`config.mk`:
```
export PLATFORM = sky130hd
export DESIGN_NAME = snake_mover
export DESIGN_NICKNAME = d
export VERILOG_FILES = /design/src/rtl/snake_pkg.sv /design/src/rtl/snake_ring.sv /design/src/rtl/snake_mover.sv
export SDC_FILE = /design/constraint.sdc
export NUM_CORES = 2
export LEC_CHECK = 0
export ABC_AREA = 0
export CAP_MARGIN = 40
export CORE_MARGIN = 5
export CORE_UTILIZATION = 65
export CTS_CLUSTER_SIZE = 25
export DETAILED_ROUTE_END_ITERATION = 8
export HOLD_SLACK_MARGIN = 0.08
export PLACE_DENSITY = 0.81
export SLEW_MARGIN = 10
export SYNTH_ARGS = -nofsm -noshare
export SYNTH_HDL_FRONTEND = slang
export SYNTH_SLANG_ARGS = --single-unit
export TNS_END_PERCENT = 20
```
`constraint.sdc`:
```
create_clock -name clk -period 113.1 [get_ports clk]
set_input_delay 33.93 -clock clk [delete_from_list [all_inputs] [get_ports clk]]
set_output_delay 33.93 -clock clk [all_outputs]
set_load 0.005 [all_outputs]
```
`src/rtl/snake_pkg.sv`:
```
// Shared encodings for the snake game-logic stage: directions, cell values,
// grid defaults and the mover state enumeration.
package snake_pkg;

    localparam int GRID_W_DEF  = 80;
    localparam int GRID_H_DEF  = 60;
    localparam int MAX_LEN_DEF = 64;
    localparam int START_X_DEF = 40;
    localparam int START_Y_DEF = 30;

    localparam logic [1:0] DIR_UP    = 2'd0;
    localparam logic [1:0] DIR_RIGHT = 2'd1;
    localparam logic [1:0] DIR_DOWN  = 2'd2;
    localparam logic [1:0] DIR_LEFT  = 2'd3;

    localparam logic [2:0] CELL_EMPTY = 3'b000;
    localparam logic [2:0] CELL_BODY  = 3'b001;

    typedef enum logic [2:0] {
        ST_INIT       = 3'd0,
        ST_IDLE       = 3'd1,
        ST_READ       = 3'd2,
        ST_WAIT_RD    = 3'd3,
        ST_WRITE_HEAD = 3'd4,
        ST_ERASE_TAIL = 3'd5,
        ST_DEAD       = 3'd6
    } state_e;

    function automatic logic [12:0] pack_cell(input logic [6:0] x, input logic [5:0] y);
        return {x, y};
    endfunction

endpackage

```
`src/rtl/snake_ring.sv`:
```
// Circular body buffer: push at the head end, pop at the tail end.
// Entries are packed {x, y} cell coordinates.
module snake_ring
    import snake_pkg::*;
#(
    parameter int          MAX_LEN   = MAX_LEN_DEF,
    parameter logic [12:0] INIT_DATA = 13'd0
) (
    input  logic        clk,
    input  logic        reset,
    input  logic        i_push,
    input  logic        i_pop,
    input  logic [12:0] i_push_data,
    output logic [12:0] o_head_data,
    output logic [12:0] o_tail_data,
    output logic [6:0]  o_count
);
    localparam int               PTR_W    = $clog2(MAX_LEN);
    localparam logic [PTR_W-1:0] LAST_PTR = PTR_W'(MAX_LEN - 1);

    logic [12:0]      r_mem [MAX_LEN];
    logic [PTR_W-1:0] r_wr_ptr;
    logic [PTR_W-1:0] r_rd_ptr;
    logic [6:0]       r_count;
    logic [PTR_W-1:0] w_head_ptr;

    function automatic logic [PTR_W-1:0] ptr_inc(input logic [PTR_W-1:0] p);
        if (p == LAST_PTR) begin
            return PTR_W'(0);
        end else begin
            return p + PTR_W'(1);
        end
    endfunction

    // Newest entry sits one slot behind the write pointer.
    always_comb begin
        if (r_wr_ptr == PTR_W'(0)) begin
            w_head_ptr = LAST_PTR;
        end else begin
            w_head_ptr = r_wr_ptr - PTR_W'(1);
        end
    end

    // Storage, pointers and occupancy; reset leaves only INIT_DATA in slot 0.
    always_ff @(posedge clk or posedge reset) begin
        if (reset) begin
            for (int i = 0; i < MAX_LEN; i++) begin
                r_mem[i] <= (i == 0) ? INIT_DATA : 13'd0;
            end
            r_wr_ptr <= PTR_W'(1);
            r_rd_ptr <= PTR_W'(0);
            r_count  <= 7'd1;
        end else begin
            if (i_push) begin
                r_mem[r_wr_ptr] <= i_push_data;
                r_wr_ptr        <= ptr_inc(r_wr_ptr);
            end
            if (i_pop) begin
                r_rd_ptr <= ptr_inc(r_rd_ptr);
            end
            case ({i_push, i_pop})
                2'b10:   r_count <= r_count + 7'd1;
                2'b01:   r_count <= r_count - 7'd1;
                default: r_count <= r_count;
            endcase
        end
    end

    assign o_head_data = r_mem[w_head_ptr];
    assign o_tail_data = r_mem[r_rd_ptr];
    assign o_count     = r_count;

endmodule

```
`src/rtl/snake_mover.sv`:
```
// Snake game-logic stage: on each tick reads the target cell, writes the new
// head and erases the tail through a registered request/grant RAM port.
module snake_mover
    import snake_pkg::*;
#(
    parameter int GRID_W  = GRID_W_DEF,
    parameter int GRID_H  = GRID_H_DEF,
    parameter int MAX_LEN = MAX_LEN_DEF,
    parameter int START_X = START_X_DEF,
    parameter int START_Y = START_Y_DEF
) (
    input  logic       clk,
    input  logic       reset,
    input  logic       tick,
    input  logic [1:0] dir_in,
    input  logic [6:0] food_x,
    input  logic [5:0] food_y,
    output logic       mem_req,
    input  logic       mem_gnt,
    output logic       mem_we,
    output logic [6:0] mem_x,
    output logic [5:0] mem_y,
    output logic [2:0] mem_wdata,
    input  logic [2:0] mem_rdata,
    output logic [6:0] head_x,
    output logic [5:0] head_y,
    output logic [6:0] length,
    output logic       ate,
    output logic       dead,
    output logic       busy
);
    state_e     r_state;
    state_e     w_state_nx;
    logic [1:0] r_dir;
    logic [1:0] w_dir_nx;
    logic [6:0] r_next_x;
    logic [5:0] r_next_y;
    logic [6:0] w_next_x_nx;
    logic [5:0] w_next_y_nx;
    logic       r_mem_req;
    logic       r_mem_we;
    logic [6:0] r_mem_x;
    logic [5:0] r_mem_y;
    logic [2:0] r_mem_wdata;
    logic       w_req_nx;
    logic       w_we_nx;
    logic [6:0] w_x_nx;
    logic [5:0] w_y_nx;
    logic [2:0] w_wdata_nx;
    logic       r_ate;
    logic       w_ate_nx;
    logic       r_dead;
    logic       r_busy;

    logic       w_grant;
    logic [1:0] w_dir_sel;
    logic [7:0] w_cand_x;
    logic [6:0] w_cand_y;
    logic       w_out_of_grid;
    logic       w_food_hit;
    logic       w_full;
    logic       w_push;
    logic       w_pop;
    logic [12:0] w_ring_head;
    logic [12:0] w_ring_tail;
    logic [6:0]  w_len;

    snake_ring #(
        .MAX_LEN   (MAX_LEN),
        .INIT_DATA (pack_cell(7'(START_X), 6'(START_Y)))
    ) u_ring (
        .clk         (clk),
        .reset       (reset),
        .i_push      (w_push),
        .i_pop       (w_pop),
        .i_push_data (pack_cell(r_next_x, r_next_y)),
        .o_head_data (w_ring_head),
        .o_tail_data (w_ring_tail),
        .o_count     (w_len)
    );

    assign w_grant    = r_mem_req && mem_gnt;
    assign w_food_hit = (r_next_x == food_x) && (r_next_y == food_y);
    assign w_full     = (w_len == 7'(MAX_LEN));
    assign w_dir_sel  = (dir_in == (r_dir ^ 2'b10)) ? r_dir : dir_in;

    // Candidate head one cell along the chosen axis; the extra MSB turns
    // a step off the low edge into a large value caught by the range test.
    always_comb begin
        w_cand_x = {1'b0, w_ring_head[12:6]};
        w_cand_y = {1'b0, w_ring_head[5:0]};
        case (w_dir_sel)
            DIR_UP:    w_cand_y = w_cand_y - 7'd1;
            DIR_RIGHT: w_cand_x = w_cand_x + 8'd1;
            DIR_DOWN:  w_cand_y = w_cand_y + 7'd1;
            DIR_LEFT:  w_cand_x = w_cand_x - 8'd1;
            default:   w_cand_x = w_cand_x;
        endcase
        w_out_of_grid = (w_cand_x >= 8'(GRID_W)) || (w_cand_y >= 7'(GRID_H));
    end

    // Next-state and next RAM-port values; the port holds until granted.
    always_comb begin
        w_state_nx  = r_state;
        w_dir_nx    = r_dir;
        w_next_x_nx = r_next_x;
        w_next_y_nx = r_next_y;
        w_req_nx    = w_grant ? 1'b0 : r_mem_req;
        w_we_nx     = r_mem_we;
        w_x_nx      = r_mem_x;
        w_y_nx      = r_mem_y;
        w_wdata_nx  = r_mem_wdata;
        w_ate_nx    = 1'b0;
        w_push      = 1'b0;
        w_pop       = 1'b0;
        case (r_state)
            ST_INIT: begin
                if (!r_mem_req) begin
                    w_req_nx   = 1'b1;
                    w_we_nx    = 1'b1;
                    w_x_nx     = 7'(START_X);
                    w_y_nx     = 6'(START_Y);
                    w_wdata_nx = CELL_BODY;
                end else if (w_grant) begin
                    w_state_nx = ST_IDLE;
                end else begin
                    w_state_nx = ST_INIT;
                end
            end
            ST_IDLE: begin
                if (tick) begin
                    w_dir_nx = w_dir_sel;
                    if (w_out_of_grid) begin
                        w_state_nx = ST_DEAD;
                    end else begin
                        w_state_nx  = ST_READ;
                        w_next_x_nx = w_cand_x[6:0];
                        w_next_y_nx = w_cand_y[5:0];
                        w_req_nx    = 1'b1;
                        w_we_nx     = 1'b0;
                        w_x_nx      = w_cand_x[6:0];
                        w_y_nx      = w_cand_y[5:0];
                        w_wdata_nx  = CELL_EMPTY;
                    end
                end else begin
                    w_state_nx = ST_IDLE;
                end
            end
            ST_READ: begin
                if (w_grant) begin
                    w_state_nx = ST_WAIT_RD;
                end else begin
                    w_state_nx = ST_READ;
                end
            end
            ST_WAIT_RD: begin
                if (mem_rdata != CELL_EMPTY) begin
                    w_state_nx = ST_DEAD;
                end else begin
                    w_state_nx = ST_WRITE_HEAD;
                    w_req_nx   = 1'b1;
                    w_we_nx    = 1'b1;
                    w_x_nx     = r_next_x;
                    w_y_nx     = r_next_y;
                    w_wdata_nx = CELL_BODY;
                end
            end
            ST_WRITE_HEAD: begin
                if (w_grant) begin
                    w_push   = 1'b1;
                    w_ate_nx = w_food_hit;
                    if (w_food_hit && !w_full) begin
                        w_state_nx = ST_IDLE;
                    end else begin
                        // Tail leaves the ring now; its address rides in the erase request.
                        w_pop      = 1'b1;
                        w_state_nx = ST_ERASE_TAIL;
                        w_req_nx   = 1'b1;
                        w_we_nx    = 1'b1;
                        w_x_nx     = w_ring_tail[12:6];
                        w_y_nx     = w_ring_tail[5:0];
                        w_wdata_nx = CELL_EMPTY;
                    end
                end else begin
                    w_state_nx = ST_WRITE_HEAD;
                end
            end
            ST_ERASE_TAIL: begin
                if (w_grant) begin
                    w_state_nx = ST_IDLE;
                end else begin
                    w_state_nx = ST_ERASE_TAIL;
                end
            end
            ST_DEAD: begin
                w_state_nx = ST_DEAD;
                w_req_nx   = 1'b0;
            end
            default: begin
                w_state_nx = ST_DEAD;
                w_req_nx   = 1'b0;
            end
        endcase
    end

    // State, direction, RAM port and status registers.
    always_ff @(posedge clk or posedge reset) begin
        if (reset) begin
            r_state     <= ST_INIT;
            r_dir       <= DIR_RIGHT;
            r_next_x    <= 7'd0;
            r_next_y    <= 6'd0;
            r_mem_req   <= 1'b0;
            r_mem_we    <= 1'b0;
            r_mem_x     <= 7'd0;
            r_mem_y     <= 6'd0;
            r_mem_wdata <= 3'd0;
            r_ate       <= 1'b0;
            r_dead      <= 1'b0;
            r_busy      <= 1'b1;
        end else begin
            r_state     <= w_state_nx;
            r_dir       <= w_dir_nx;
            r_next_x    <= w_next_x_nx;
            r_next_y    <= w_next_y_nx;
            r_mem_req   <= w_req_nx;
            r_mem_we    <= w_we_nx;
            r_mem_x     <= w_x_nx;
            r_mem_y     <= w_y_nx;
            r_mem_wdata <= w_wdata_nx;
            r_ate       <= w_ate_nx;
            r_dead      <= (w_state_nx == ST_DEAD);
            r_busy      <= (w_state_nx != ST_IDLE) && (w_state_nx != ST_DEAD);
        end
    end

    assign mem_req   = r_mem_req;
    assign mem_we    = r_mem_we;
    assign mem_x     = r_mem_x;
    assign mem_y     = r_mem_y;
    assign mem_wdata = r_mem_wdata;
    assign head_x    = w_ring_head[12:6];
    assign head_y    = w_ring_head[5:0];
    assign length    = w_len;
    assign ate       = r_ate;
    assign dead      = r_dead;
    assign busy      = r_busy;

endmodule

```
* After elaboration in Yosys (flattened, before gate mapping) *
Cells that the tools add are included.

word-level totals
  register bits = 890
  input port bits = 22

operators by class
  $add $sub $neg = 9
  order comparisons = 6
  eq/ne operators = 25
  muxes and demuxes = 69
  bitwise operators = 5
  reductions and logical operators = 17

operators by type and width
  operator             number
  $bwmux 832           1
  $bmux 13 s6          2
  $demux 13 s6         1
  $mux 13              5
  $mux 6               9
  $mux 7               6
  $mux 3               12
  $pmux 7 s2           2
  $pmux 7 s4           1
  $pmux 6 s4           1
  $mux 1               22
  $ge 7x7->1 const B   3
  $not 6->7            3
  $pmux 3 s6           1
  $pmux 8 s2           1
  $add 6x1->6 const B  2
  $eq 6x6->1 const B   2
  $ne 2x2->1 const B   6
  $pmux 3 s4           1
  $eq 3x3->1 const B   3
  $add 7x1->8 const B  1
  $ge 8x7->1 const B   1
  $sub 7x1->8 const B  1
  $add 6x1->7 const B  1
  33 further kinds     43

* Depth between registers and ports, before layout *
  depth after elaboration = 15
  mapped depth = 34
  gate-level depth less buffers = 23

* Cells and area by module *
From an unflattened synthesis, not the netlist that was laid out.

unflattened totals
  cell total of the unflattened synthesis = 4,128
  area, all modules = 49,228.5 sq um

modules (own cells, without submodules)
  module       times used  cells an instance  area each (sq um)
  snake_ring   1           3,829              46,357.0
  snake_mover  1           299                2,871.5

* Least setup slack after synthesis *
No wires, ideal clock.

  kind = register to output
  start = register u_ring.r_wr_ptr[0]
  end = output port head_x[3]
  data arrival time = 4.005 ns
  required time = 79.170 ns
  slack = 75.165 ns
  stages on the path, launching flop included = 19
  path buffers = 8
  path through = dfstp_2 inv_1 clkbuf_1 ha_1 buf_4 nor3b_1 a21oi_1 buf_2 clkbuf_1 clkbuf_1 clkbuf_1 clkbuf_1 clkbuf_1 nand2_1 nand3_1 nand3_1 o22ai_1 a21oi_1 a221oi_1

on the way
  word-level cells in the longest chain between the ends = 6

RTL lines
  element                                         RTL line                            RTL
  from (decl)                                     snake_ring.sv:22                    logic [PTR_W-1:0] r_wr_ptr;
  from (signal assigned)                          snake_ring.sv:56                    r_wr_ptr <= ptr_inc(r_wr_ptr);
  $sub 6x1->6 or $logic_not 6->1 (tied branches)  snake_ring.sv:40, snake_ring.sv:37
  $mux 6 *                                        snake_ring.sv:37                    if (r_wr_ptr == PTR_W'(0)) begin
  $not 6->7 (implied by the code) *               snake_ring.sv:69                    assign o_head_data = r_mem[w_head_ptr];
  $bmux 13 s6 *                                   snake_ring.sv:69
  $mux 13 (implied by the code) * (2 in a row)    snake_ring.sv:69
  to (decl)                                       snake_mover.sv:25                   output logic [6:0] head_x,

Mark *: on every way between the ends. The rest lies on a longest branch, timed or not. The select of a mux whose other input is x is not followed.

* Final worst setup path *
  start = register u_ring.r_wr_ptr[0]
  end = output port head_x[0]

Same word-level chain as after synthesis.

==> metrics.log <==
[metrics] status: finished, final reports clean
[metrics] Least-Margin Pin Slew: 1.055 ns
[metrics] yosys synthesis warning count: 0
[metrics] cell chosen for the clock root: sky130_fd_sc_hd__clkbuf_16
[metrics] pre-CTS setup slack: 72.29 ns
[metrics] WHS Path Cells: 2
[metrics] HPWL Detailed: 102900 µm
[metrics] initial cell density of the core: 65.66%
[metrics] CTS Hold Buffers Added: 0
[metrics] maximum clock skew at final layout: 0.03643 ns
[metrics] Setup TNS: 0 ns
[metrics] count of buffering cells on the critical path with inverters included: 6
[metrics] largest net degree at the start of global routing: 162
[metrics] dominant combinational cell family by area after synthesis: multiplexers
[metrics] most numerous cell on the critical path: sky130_fd_sc_hd__buf_4
[metrics] worst vdd rail ir drop: 13.95 µV
[metrics] residual overflow from global routing: 0
[metrics] top cell family by delay on the critical path: buffers and inverters
[metrics] Most used DFF post-synth: sky130_fd_sc_hd__dfrtp_1
[metrics] number of violations of the max-capacitance limit: 0
[metrics] count of input and output buffers: 60
[metrics] Initial DRT Pass Iterations: 9
[metrics] FF-to-FF path depth: 26
[metrics] HP Class: register to register
[metrics] remaining antenna violation count: 0
[metrics] critical register-to-register path endpoint: r_next_x[2]
[metrics] Worst slew margin: 29.18%
[metrics] Period Utilization, post-route: 36.88%
[metrics] Async SR Flop Fraction: 100.0%
[metrics] min Tclk post-route: 41.71 ns
[metrics] insertion delay to the later sink of the worst-skew pair: 0.67 ns
[metrics] DIE WIDTH: 284.7 µm
[metrics] Vert. Die Dim: 284.7 µm
[metrics] final design area excluding fillers: 0.05464 mm²
[metrics] sort of element at the start of the critical path: register
[metrics] Pins Over Slew Limit: 0
[metrics] Hold Fails Final Rpt: 0
[metrics] DRC errors left: 0
[metrics] cell breakdown of the critical path: inv_1, ha_4, or3b_1, o21ai_4, buf_4, buf_4, buf_4, mux4_2, and2_1, o311ai_1, nor2_1, nor2_1, inv_1, clkdlybuf4s50_1
[metrics] TritonCTS clock tree: built
[metrics] number of antenna violations at the first check in global routing: 5
[metrics] adder and majority cell fraction of the synthesized area: 0.6174%
[metrics] total global-route track usage: 39.53%
[metrics] fin worst setup slack: 71.39 ns
[metrics] Post-Synthesis Cells: 4026
[metrics] internal reg-to-reg setup slack: 103.31 ns
[metrics] average footprint of a synthesized cell: 12.18 µm²
[metrics] leakage component of the power: 0.02443 µW
[metrics] Worst Path Arrival: 7.78 ns
[metrics] synth-to-layout area growth: 11.41%
[metrics] number of top-level design ports: 63
[metrics] placer congestion estimate: 1.006
[metrics] portion of the post-synthesis area used by sequential elements: 45.34%
[metrics] Synth Area in XOR/XNOR: 0.6786%
[metrics] wire length of the first global-routing pass: 242800 µm
[metrics] RSZ-0062 raised after global routing: no
[metrics] clock transition at the register clock pins on the worst setup and hold paths after CTS: 0.06 ns
[metrics] Initial DRC Count: 6097
[metrics] post-layout net count: 4007
[metrics] Largest stage delay, worst path: 0.70 ns
[metrics] post-DR wirelength/cell: 32.34 µm
[metrics] maximum clock frequency: 23.97 MHz
[metrics] ratio of cells with drive above 1 in the final layout: 36.87%
[metrics] post-synth design cell area: 0.04904 mm²
[metrics] power per cell area: 11.95 mW/mm²
[metrics] kind of end point of the critical path: primary output
[metrics] Setup-failing EPs final: 0
[metrics] worst endpoint required time: 79.17 ns
[metrics] worst setup path category: register to primary output
[metrics] mean number of vias per cell: 7.567
[metrics] number of global-route vias before repair: 37920
[metrics] floorplan row count: 100
[metrics] cts bufs inserted: 93
[metrics] Synth Area in Simple Gates: 8.825%
[metrics] die area: 0.08105 mm²
[metrics] mux cell area share after synthesis: 34.79%
[metrics] crit path max fanout: 55
[metrics] Post-synth EDFFs: 0
[metrics] CP max-delay cell: sky130_fd_sc_hd__o21ai_4
[metrics] Clock H-tree levels: 3
[metrics] maximum buffer depth of the clock tree: 3
[metrics] Resize count post-CTS: 0
[metrics] clock sink count: 888
[metrics] setup fix buffers added after clock tree synthesis: 0
[metrics] worst flop-to-flop path startpoint: u_ring.r_wr_ptr[0]
[metrics] number of flip-flops and latches in the synthesized netlist: 888
[metrics] Worst Hold Endpoint: r_dir[0]
[metrics] Total Wirelength: 162100 µm
[metrics] standard cell core area: 0.07470 mm²
[metrics] post-synthesis compound-gate area fraction: 6.317%
[metrics] number of library cell types mapped by synthesis: 87
[metrics] hold path startpoint: r_dir[0]
[metrics] count of vias placed by the detailed router: 37930
[metrics] Post-Place Cell Area: 0.05133 mm²
[placed cells by master (no fill, tap or decap), types with 31 or more instances in the layout]
master / instances
sky130_fd_sc_hd__dfrtp_1: 862
sky130_fd_sc_hd__mux2_2: 808
sky130_fd_sc_hd__nand2_1: 567
sky130_fd_sc_hd__mux4_2: 301
sky130_fd_sc_hd__nand3_1: 165
sky130_fd_sc_hd__o21ai_0: 118
sky130_fd_sc_hd__mux2i_1: 100
sky130_fd_sc_hd__buf_4: 98
sky130_fd_sc_hd__clkbuf_16: 97
sky130_fd_sc_hd__nor2_1: 87
sky130_fd_sc_hd__a21oi_1: 63
sky130_fd_sc_hd__clkdlybuf4s50_1: 60
sky130_fd_sc_hd__a31oi_1: 58
sky130_fd_sc_hd__nand4_1: 46
sky130_fd_sc_hd__o22ai_1: 33
sky130_fd_sc_hd__nor3_1: 31
[worst max-delay path by stage]
stage | start | endpoint | cells past startpoint
floorplan | reset | ate | 1
global route | u_ring.r_wr_ptr[0] | head_x[0] | 14
CTS | u_ring.r_wr_ptr[0] | head_x[0] | 14
global placement | u_ring.r_wr_ptr[0] | head_x[0] | 14
finish | u_ring.r_wr_ptr[0] | head_x[0] | 14
detailed placement | u_ring.r_wr_ptr[0] | head_x[0] | 14
[synthesized netlist by cell type (all sizes together) (24+ instances only)]
library cell	count	area, µm²
a211oi	24	192.7
nor3	31	155.2
o21ai	121	616.9
a31oi	58	362.9
clkbuf	282	1059
a21oi	64	320.3
o22ai	33	206.5
buf	96	536.8
mux4	303	6832
nand3	165	825.8
nand4	46	287.8
dfrtp	878	21970
nor2	102	385.4
mux2	817	9230
mux2i	100	1001
nand2	567	2128
[layer usage]
metal	up-vias	global-route usage [%]	part of all wire [%]
met5	-	0.8929	0.18
met4	8	27.19	8.9
met3	883	12.92	14
met2	3139	57.93	43
met1	19030	50.19	34
li1	14870	-	-
[area by class of cell]
| cell class | instances | area [µm²] |
|---|---|---|
| inverters | 23 | 93.84 |
| well taps | 969 | 1212 |
| multi-input cells | 2738 | 25280 |
| flip-flops and latches | 888 | 22260 |
| clock buffers | 142 | 2795 |
| clock inverters | 29 | 436.7 |
| diodes | 5 | 12.51 |
| fillers | 4717 | 20060 |
| repair buffers | 218 | 2549 |
[stage by stage]
| step | utilization [%] | hold slack [ns] | power (µW) | cells |
|---|---|---|---|---|
| after floorplan | - | 0.4602 | 330.5 | 4027 |
| after global routing | 73.13 | 0.5201 | 668.8 | 5007 |
| final | 73.15 | 0.4887 | 653.2 | 5012 |
| after global placement | 67.19 | 0.4732 | 333.4 | 4776 |
| after detailed placement | 68.72 | 0.4791 | 334.4 | 4831 |
| after CTS | 73.04 | 0.4877 | 654.3 | 5002 |
[cell families (layout without fill, tap and decap cells)]
kind of cell    count (synthesis)  count (layout)
mux                          1220            1220
simple gates                  992             992
flops                         888             888
compound gates                463             463
buf+inv                       401             412
xor+xnor                       38              38
fa+ha+maj                      23              23
other cells                     1               7
[where the power goes]
group / internal, µW / switching, µW
Combinational: 2.48 / 8.07
Clock: 193 / 132
Sequential: 318 / 0
[sequential cells by signal, summed over array words and instances (netlist names), 2 cells and up]
name,flops
r_next_x,7
r_next_y,6
u_ring.r_rd_ptr,6
r_state,3
u_ring.o_count,7
mem_y,6
u_ring.r_wr_ptr,6
mem_x,7
u_ring.r_mem,832
r_dir,2
[worst register-to-register path, cell delays in order, from the launching register on]
cell,delay (ns)
sky130_fd_sc_hd__dfstp_2,0.68
sky130_fd_sc_hd__inv_1,0.60
sky130_fd_sc_hd__ha_4,0.32
sky130_fd_sc_hd__or3b_1,0.52
sky130_fd_sc_hd__o21ai_4,0.70
sky130_fd_sc_hd__buf_4,0.59
sky130_fd_sc_hd__buf_4,0.69
sky130_fd_sc_hd__buf_4,0.65
sky130_fd_sc_hd__mux4_2,0.60
sky130_fd_sc_hd__and2_1,0.17
sky130_fd_sc_hd__o311ai_1,0.66
sky130_fd_sc_hd__nor2_1,0.11
sky130_fd_sc_hd__nor2_1,0.22
sky130_fd_sc_hd__inv_1,0.12
sky130_fd_sc_hd__fa_1,0.48
sky130_fd_sc_hd__nand2_1,0.09
sky130_fd_sc_hd__nand2_1,0.05
sky130_fd_sc_hd__a21oi_1,0.23
sky130_fd_sc_hd__o21bai_1,0.10
sky130_fd_sc_hd__a21oi_1,0.18
sky130_fd_sc_hd__xor2_1,0.16
sky130_fd_sc_hd__nor2_1,0.06
sky130_fd_sc_hd__a21oi_1,0.31
sky130_fd_sc_hd__o41ai_2,0.17
sky130_fd_sc_hd__o21bai_4,0.30
sky130_fd_sc_hd__nor2_2,0.47
sky130_fd_sc_hd__mux2_2,0.40
Note: power is estimated with default switching activity, not from simulation.
